File: src/rtl/interrupt_controller.sv
// NMI/IRQ interrupt controller: edge-latched NMI, masked level IRQs, three-state request/service handshake.
// Define IRQ_PRIORITY_ROTATE_EN for round-robin IRQ selection; default build is fixed lowest-index priority.
module interrupt_controller #(
    parameter int unsigned NUM_IRQ     = 8,
    parameter logic [15:0] VECTOR_BASE = 16'hFFE0,
    localparam int unsigned CHAN_W     = (NUM_IRQ > 1) ? $clog2(NUM_IRQ) : 1
) (
    input  logic               clk,
    input  logic               nrst,
    input  logic               enableFFs,
    input  logic               nonMaskableInterrupt,
    input  logic [NUM_IRQ-1:0] irqLines,
    input  logic [NUM_IRQ-1:0] irqMask,
    input  logic               psrIFlag,
    input  logic               instructionBoundary,
    input  logic               ackInterrupt,
    output logic               interruptPending,
    output logic               serviceActive,
    output logic               nmiSelected,
    output logic [CHAN_W-1:0]  activeChannel,
    output logic [7:0]         vectorHigh,
    output logic [7:0]         vectorLow
);

    localparam logic [15:0] NMI_VECTOR = 16'hFFFA;
    localparam int unsigned SUM_W      = CHAN_W + 1;

    typedef enum logic [1:0] {
        IDLE    = 2'd0,
        PENDING = 2'd1,
        SERVICE = 2'd2
    } ctrlState_e;

    ctrlState_e         state;
    ctrlState_e         stateNext;
    logic               nmiPrev;
    logic               nmiLatched;
    logic               nmiRepeat;
    logic               nmiEdge;
    logic [NUM_IRQ-1:0] eligible;
    logic               irqReq;
    logic               request;
    logic               capture;
    logic               ackDone;
    logic [CHAN_W-1:0]  selIdx;
    logic [15:0]        irqVector;

    function automatic logic [CHAN_W-1:0] lowestSet(input logic [NUM_IRQ-1:0] v);
        lowestSet = '0;
        for (int i = NUM_IRQ - 1; i >= 0; i--) begin
            if (v[i]) lowestSet = CHAN_W'(i);
        end
    endfunction

    assign nmiEdge   = nonMaskableInterrupt & ~nmiPrev;
    assign eligible  = irqLines & irqMask;
    assign irqReq    = (|eligible) & ~psrIFlag;
    assign request   = nmiLatched | irqReq;
    assign irqVector = VECTOR_BASE + (16'(selIdx) << 1);

`ifdef IRQ_PRIORITY_ROTATE_EN
    logic [CHAN_W-1:0]  rrPtr;
    logic [NUM_IRQ-1:0] rotated;
    logic [SUM_W-1:0]   rotSum;
    logic [SUM_W-1:0]   ptrSum;

    // Rotate the request vector so bit 0 is the channel after the last one served.
    always_comb begin
        rotated = NUM_IRQ'({eligible, eligible} >> rrPtr);
        rotSum  = SUM_W'(lowestSet(rotated)) + SUM_W'(rrPtr);
        selIdx  = (rotSum >= SUM_W'(NUM_IRQ)) ? CHAN_W'(rotSum - SUM_W'(NUM_IRQ))
                                              : CHAN_W'(rotSum);
        ptrSum  = SUM_W'(activeChannel) + SUM_W'(1);
    end

    always_ff @(posedge clk or negedge nrst) begin
        if (!nrst) begin
            rrPtr <= '0;
        end else if (ackDone && !nmiSelected) begin
            rrPtr <= (ptrSum >= SUM_W'(NUM_IRQ)) ? '0 : CHAN_W'(ptrSum);
        end
    end
`else
    always_comb selIdx = lowestSet(eligible);
`endif

    always_comb begin
        stateNext = state;
        capture   = 1'b0;
        ackDone   = 1'b0;
        if (enableFFs) begin
            case (state)
                IDLE: begin
                    if (request) stateNext = PENDING;
                end
                PENDING: begin
                    if (!request) begin
                        stateNext = IDLE;
                    end else if (instructionBoundary) begin
                        stateNext = SERVICE;
                        capture   = 1'b1;
                    end
                end
                SERVICE: begin
                    if (ackInterrupt) begin
                        stateNext = IDLE;
                        ackDone   = 1'b1;
                    end
                end
                default: stateNext = IDLE;
            endcase
        end
    end

    always_ff @(posedge clk or negedge nrst) begin
        if (!nrst) begin
            state            <= IDLE;
            interruptPending <= 1'b0;
            serviceActive    <= 1'b0;
        end else begin
            state            <= stateNext;
            interruptPending <= (stateNext == PENDING);
            serviceActive    <= (stateNext == SERVICE);
        end
    end

    // An edge arriving while an NMI is in service is remembered so the ack does not swallow it.
    always_ff @(posedge clk or negedge nrst) begin
        if (!nrst) begin
            nmiPrev    <= 1'b0;
            nmiLatched <= 1'b0;
            nmiRepeat  <= 1'b0;
        end else begin
            nmiPrev <= nonMaskableInterrupt;
            if (nmiEdge) begin
                nmiLatched <= 1'b1;
            end else if (ackDone && nmiSelected) begin
                nmiLatched <= nmiRepeat;
            end
            if (ackDone) begin
                nmiRepeat <= 1'b0;
            end else if (nmiEdge && (state == SERVICE) && nmiSelected) begin
                nmiRepeat <= 1'b1;
            end
        end
    end

    always_ff @(posedge clk or negedge nrst) begin
        if (!nrst) begin
            nmiSelected   <= 1'b0;
            activeChannel <= '0;
            vectorHigh    <= '0;
            vectorLow     <= '0;
        end else if (capture) begin
            nmiSelected             <= nmiLatched;
            activeChannel           <= nmiLatched ? '0 : selIdx;
            {vectorHigh, vectorLow} <= nmiLatched ? NMI_VECTOR : irqVector;
        end
    end

endmodule

File: config.mk
export PLATFORM = sky130hd
export DESIGN_NAME = interrupt_controller
export DESIGN_NICKNAME = d
export VERILOG_FILES = /design/src/rtl/interrupt_controller.sv
export SDC_FILE = /design/constraint.sdc
export NUM_CORES = 1
export LEC_CHECK = 0
export CAP_MARGIN = 25
export CORE_MARGIN = 4
export CORE_UTILIZATION = 42
export DETAILED_ROUTE_END_ITERATION = 8
export GPL_ROUTABILITY_DRIVEN = 0
export MAX_ROUTING_LAYER = met4
export PLACE_DENSITY = 0.84
export SETUP_SLACK_MARGIN = 0.1
export SYNTH_ARGS = -nofsm -noshare
export SYNTH_HDL_FRONTEND = slang
export SYNTH_SLANG_ARGS = --single-unit
File: constraint.sdc
create_clock -name clk -period 1.9 [get_ports clk]
set_input_delay 0.285 -clock clk [delete_from_list [all_inputs] [get_ports clk]]
set_output_delay 0.285 -clock clk [all_outputs]
set_load 0.01 [all_outputs]
==> results.toml, run 1 <==
[outcome]
status = "finished clean"

[die]
rows = 16
ios = 45
core_area_sq_um = 1980
start_util = 0.448
die_x_um = 54.0
die_area_sq_um = 2910
die-height_um = 54.0

[power]
power_w = 0.00101
p_per_area_nw_per_um2 = 782
p_leak_nw = 0.517
ir_drop_mv = 0.681

[yosys]
seq_area_frac_synth = 0.394
async_flop_share = 1.00
synth_area_sq_um = 888
synth.distinct_cells = 38
synthMostInstantiatedCell = "nand2_1"
yosysTopAreaCellShare = 0.394
ys_top_cells_by_area = "dfrtp_1, buf_4, nand2_1"
synth_flop_cell = "dfrtp_1"
synthCells = 94
synthTopCellsByCount = "nand2_1, dfrtp_1, buf_4"
synth_nets = 117
synth_edf_count = 0
synth_area_per_cell_sq_um = 9.45
synth.largest_area_cell = "dfrtp_1"
ys_warn_count = 0
ys_ff_latch = 14

[worst_setup_path]
cp-end-kind = "primary output"
cp.arrival_ns = 1.38
slowest_stage = "clkdlybuf4s50_1"
worstSetupPathType = "reg2out"
path_cells = "clkdlybuf4s50_1"
start_kind = "register"
slowest_delay_ns = 0.60
crit_fanout = 12
critPathTopFamily = "buffers and inverters"
path_buf_inv = 1
cp.required_ns = 1.62

[detailed_routing]
first_iter_violations = 13
ant_nets = 0
via_per_inst = 5.34
wl_um = 2110
route.detailed.drc = 0
wl_per_cell_um = 13.7
dr_total_vias = 822
first_pass_iters = 4

[final_layout]
design_area_sq_um = 1290
diodes = 0
layout.nets = 151
drive_above_1_share = 0.102
fin_util = 0.650
syn_to_final_growth_pct = 45.1

[clock_network]
cts.clk_slew.worst_paths_ns = 0.08
cts_buffers = 3
clk_latency_ns = 0.27
cts_setup_buffers = 0
htreeDepth = 1
cts_buffer_depth = 2
clock-sinks = 14
root_buffer = "clkbuf_4"
cts_tree = "yes"
hold_buffers = 0
cts_resized = 0

[timing]
slew_violations = 0
tightest_slew_ns = 0.613
hold_slack_ns = 0.389
fmax_mhz = 599
min_period_ns = 1.67
relSlewSlack = 0.590
finalHoldViolCount = 0
fin_tns_setup_ns = 0
fin_worst_skew_ns = 0.00156
fin_crit_sh = 0.878
setup_viol = 0
rsz0062_at_grt = "false"

[grt]
grt_pass1_wl_um = 3330
antenna_found_initial = 0
track_usage = 0.164
grt_max_degree = 15
grt_pass1_vias = 743
grt_overflow = 0

[placed_design]
hpwl_um = 1720
port_buffers = 43
placed_area_sq_um = 1250

[flow_run]
maxCapViolCount = 0

[worst_hold_path]
hold_class = "in2async"
[layout by cell type (no fill, tap or decap), drive strengths merged, types with 2 or more instances in the layout]
cell and count:
a31oi 3, nand2b 2, dfrtp 14, a22o 2, nand3 2, nor2 3, a211oi 2, o21ai 7
inv 2, a21oi 4, nand2 16, clkdlybuf4s50 43, clkbuf 4, a22oi 3
[per-stage QoR]
stage	instances	worst slack, ns
after floorplan	94	0.698
after global placement	150	0.166
after detailed placement	150	0.104
after CTS	154	0.193
after global routing	154	0.123
final	154	0.232
[sequential cells by signal (all words and copies together) (netlist names)]
signal and flops:
nmiRepeat 1, nmiLatched 1, vectorHigh 1, serviceActive 1, state 2, activeChannel 3
nmiPrev 1, vectorLow 3, interruptPending 1
[area by class of cell]
| class | instances | area, sq um |
|---|---|---|
| Multi-Input combinational cell | 63 | 423 |
| Timing Repair Buffer | 44 | 438 |
| Sequential cell | 14 | 350 |
| Tap cell | 27 | 33.8 |
| Clock buffer | 4 | 36.3 |
| Fill cell | 156 | 693 |
| Inverter | 2 | 7.51 |
[layer usage]
layer / global-route usage / vias up / share of wire / wire length [um]
li1: - / 399 / - / -
met1: 0.213 / 386 / 0.44 / 934
met2: 0.244 / 31 / 0.47 / 1000
met3: 0.0416 / 6 / 0.060 / 127
met4: 0.0622 / 0 / 0.021 / 44
met5: - / - / 0 / 0
[power breakdown]
part	leakage (nW)	switching (W)	internal (W)
combinational	0.335	0.000153	0.000216
clock	0.0210	0.0000913	0.000116
sequential	0.161	0.0000707	0.000362
[worst paths after layout]
path / to / cells after the start / start / slack (ns)
min reg2reg: activeChannel[2] / 1 / activeChannel[2] / 0.52
max reg2reg: vectorLow[3] / 3 / state[1] / 0.58
min: nmiPrev / 1 / nrst / 0.39
max in group asynchronous: nmiRepeat / 1 / nrst / 1.12
max: vectorLow[5] / 1 / vectorHigh[6] / 0.23
min in group clk: nmiPrev / 1 / nonMaskableInterrupt / 0.50
[cells by family (layout without fill, tap and decap cells)]
logic type | Yosys count | in the layout | synth area share
flip-flops | 14 | 14 | 0.394
buffers and inverters | 17 | 50 | 0.130
AO/OA/AOI/OAI | 30 | 30 | 0.266
multiplexers | 1 | 1 | 0.0113
AND/OR/NAND/NOR | 31 | 31 | 0.194
other | 1 | 1 | 0.00422
No activity file was read; power rests on OpenSTA's default activity.
==> run 2: changes to the inputs <==
CORE_ASPECT_RATIO = 0.8   (was not set)
==> results.toml, run 2 (synthesis gave the netlist of run 1 again) <==
[worst_setup_path]
crit_fanout = 12
cp.required_ns = 1.62
path_buf_inv = 1
reg2reg_from = "state[0]"
r2r_slack_ns = 0.55
reg2reg_to = "vectorLow[4]"
r2r_cells = 4
cp-end-kind = "primary output"
critPathLaunch = "vectorHigh[6]"
path_cells = "clkdlybuf4s50_1"
start_kind = "register"
crit_end = "vectorHigh[5]"
slowest_delay_ns = 0.59
critPathTopFamily = "buffers and inverters"
worstSetupPathType = "reg2out"
cp.arrival_ns = 1.34
path_depth = 1
slowest_stage = "clkdlybuf4s50_1"

[detailed_routing]
route.detailed.drc = 0
ant_nets = 0
first_pass_iters = 4
wl_um = 2310
wl_per_cell_um = 15.3
dr_total_vias = 821
via_per_inst = 5.44
first_iter_violations = 33

[grt]
grt_pass1_vias = 764
track_usage = 0.174
grt_overflow = 0
grt_pass1_wl_um = 3750
antenna_found_initial = 0
grt_max_degree = 15

[final_layout]
fin_util = 0.662
final_cell_mix = "clkdlybuf4s50_1, nand2_1, dfrtp_1"
num-fill-cells = 136
syn_to_final_growth_pct = 44.8
diodes = 0
drive_above_1_share = 0.110
layout.nets = 151
final_common_cell = "clkdlybuf4s50_1"
largestRegisters = "activeChannel: 3 flops, vectorLow: 3 flops, state: 2 flops"

[die]
rows = 14
ios = 45
die_area_sq_um = 2920
core_area_sq_um = 1940
start_util = 0.457
die_x_um = 59.4
die-height_um = 49.1

[clock_network]
cts.clk_slew.worst_paths_ns = 0.09
cts_buffer_depth = 2
htreeDepth = 1
clk_latency_ns = 0.29
cts_tree = "yes"
cts_buffers = 3
clock-sinks = 14
root_buffer = "clkbuf_4"
hold_buffers = 0

[power]
p_leak_nw = 0.517
ir_drop_mv = 0.583
p_per_area_nw_per_um2 = 794
power_w = 0.00102

[timing]
fin_tns_setup_ns = 0
relSlewSlack = 0.592
min_period_ns = 1.62
finalHoldViolCount = 0
tightest_slew_ns = 0.611
fmax_mhz = 616
setup_viol = 0
rsz0062_at_grt = "false"
fin_worst_skew_ns = 0.00801
slew_violations = 0
fin_crit_sh = 0.855

[flow_run]
maxCapViolCount = 0

[placed_design]
port_buffers = 43
hpwl_um = 1940

[worst_hold_path]
hold_class = "in2async"

[outcome]
status = "finished clean"
## run 2: worst min path at each step
stage                                 from               end  slack (ns)  cells after the start
after CTS                             nrst      vectorLow[4]        0.39                      1
after detailed placement  activeChannel[2]  activeChannel[2]        0.52                      1
after global routing                  nrst     serviceActive        0.44                      1
after floorplan                       nrst  activeChannel[0]       -0.01                      0
final                                 nrst      vectorLow[4]        0.37                      1
after global placement    activeChannel[2]  activeChannel[2]        0.50                      1
## run 2: metal layers
metal / vias up / global-route usage / routed length (um)
li1: 407 / - / -
met1: 375 / 0.218 / 954
met2: 37 / 0.284 / 1180
met3: 2 / 0.0317 / 157
met4: 0 / 0.0453 / 20
met5: - / - / 0
## run 2: final cells by class
class | instances | area (sq um) | area share
well taps | 24 | 30.0 | 0.0233
flip-flops and latches | 14 | 352 | 0.273
clock buffers | 4 | 36.3 | 0.0282
inverters | 2 | 7.51 | 0.00584
repair buffers | 44 | 438 | 0.340
multi-input cells | 63 | 423 | 0.329
## run 2: report_power, final
group / internal, W / switching (W)
sequential: 0.000362 / 0.0000748
combinational: 0.000216 / 0.000154
clock: 0.000117 / 0.0000983
total: 0.000694 / 0.000327
## run 2: through the flow
step	setup slack (ns)	hold WS (ns)	std cells	instance area [sq um]
after floorplan	0.698	-0.0106	94	888
after global placement	0.171	0.497	147	1250
after detailed placement	0.0877	0.516	147	1250
after CTS	0.156	0.395	151	1280
after global routing	0.213	0.444	151	1290
final	0.276	0.372	151	1290
## run 2: timing repair
action	4_1_cts	5_1_grt
resized for setup	0	1
setup buffers	0	0
setup endpoints to repair	0	1
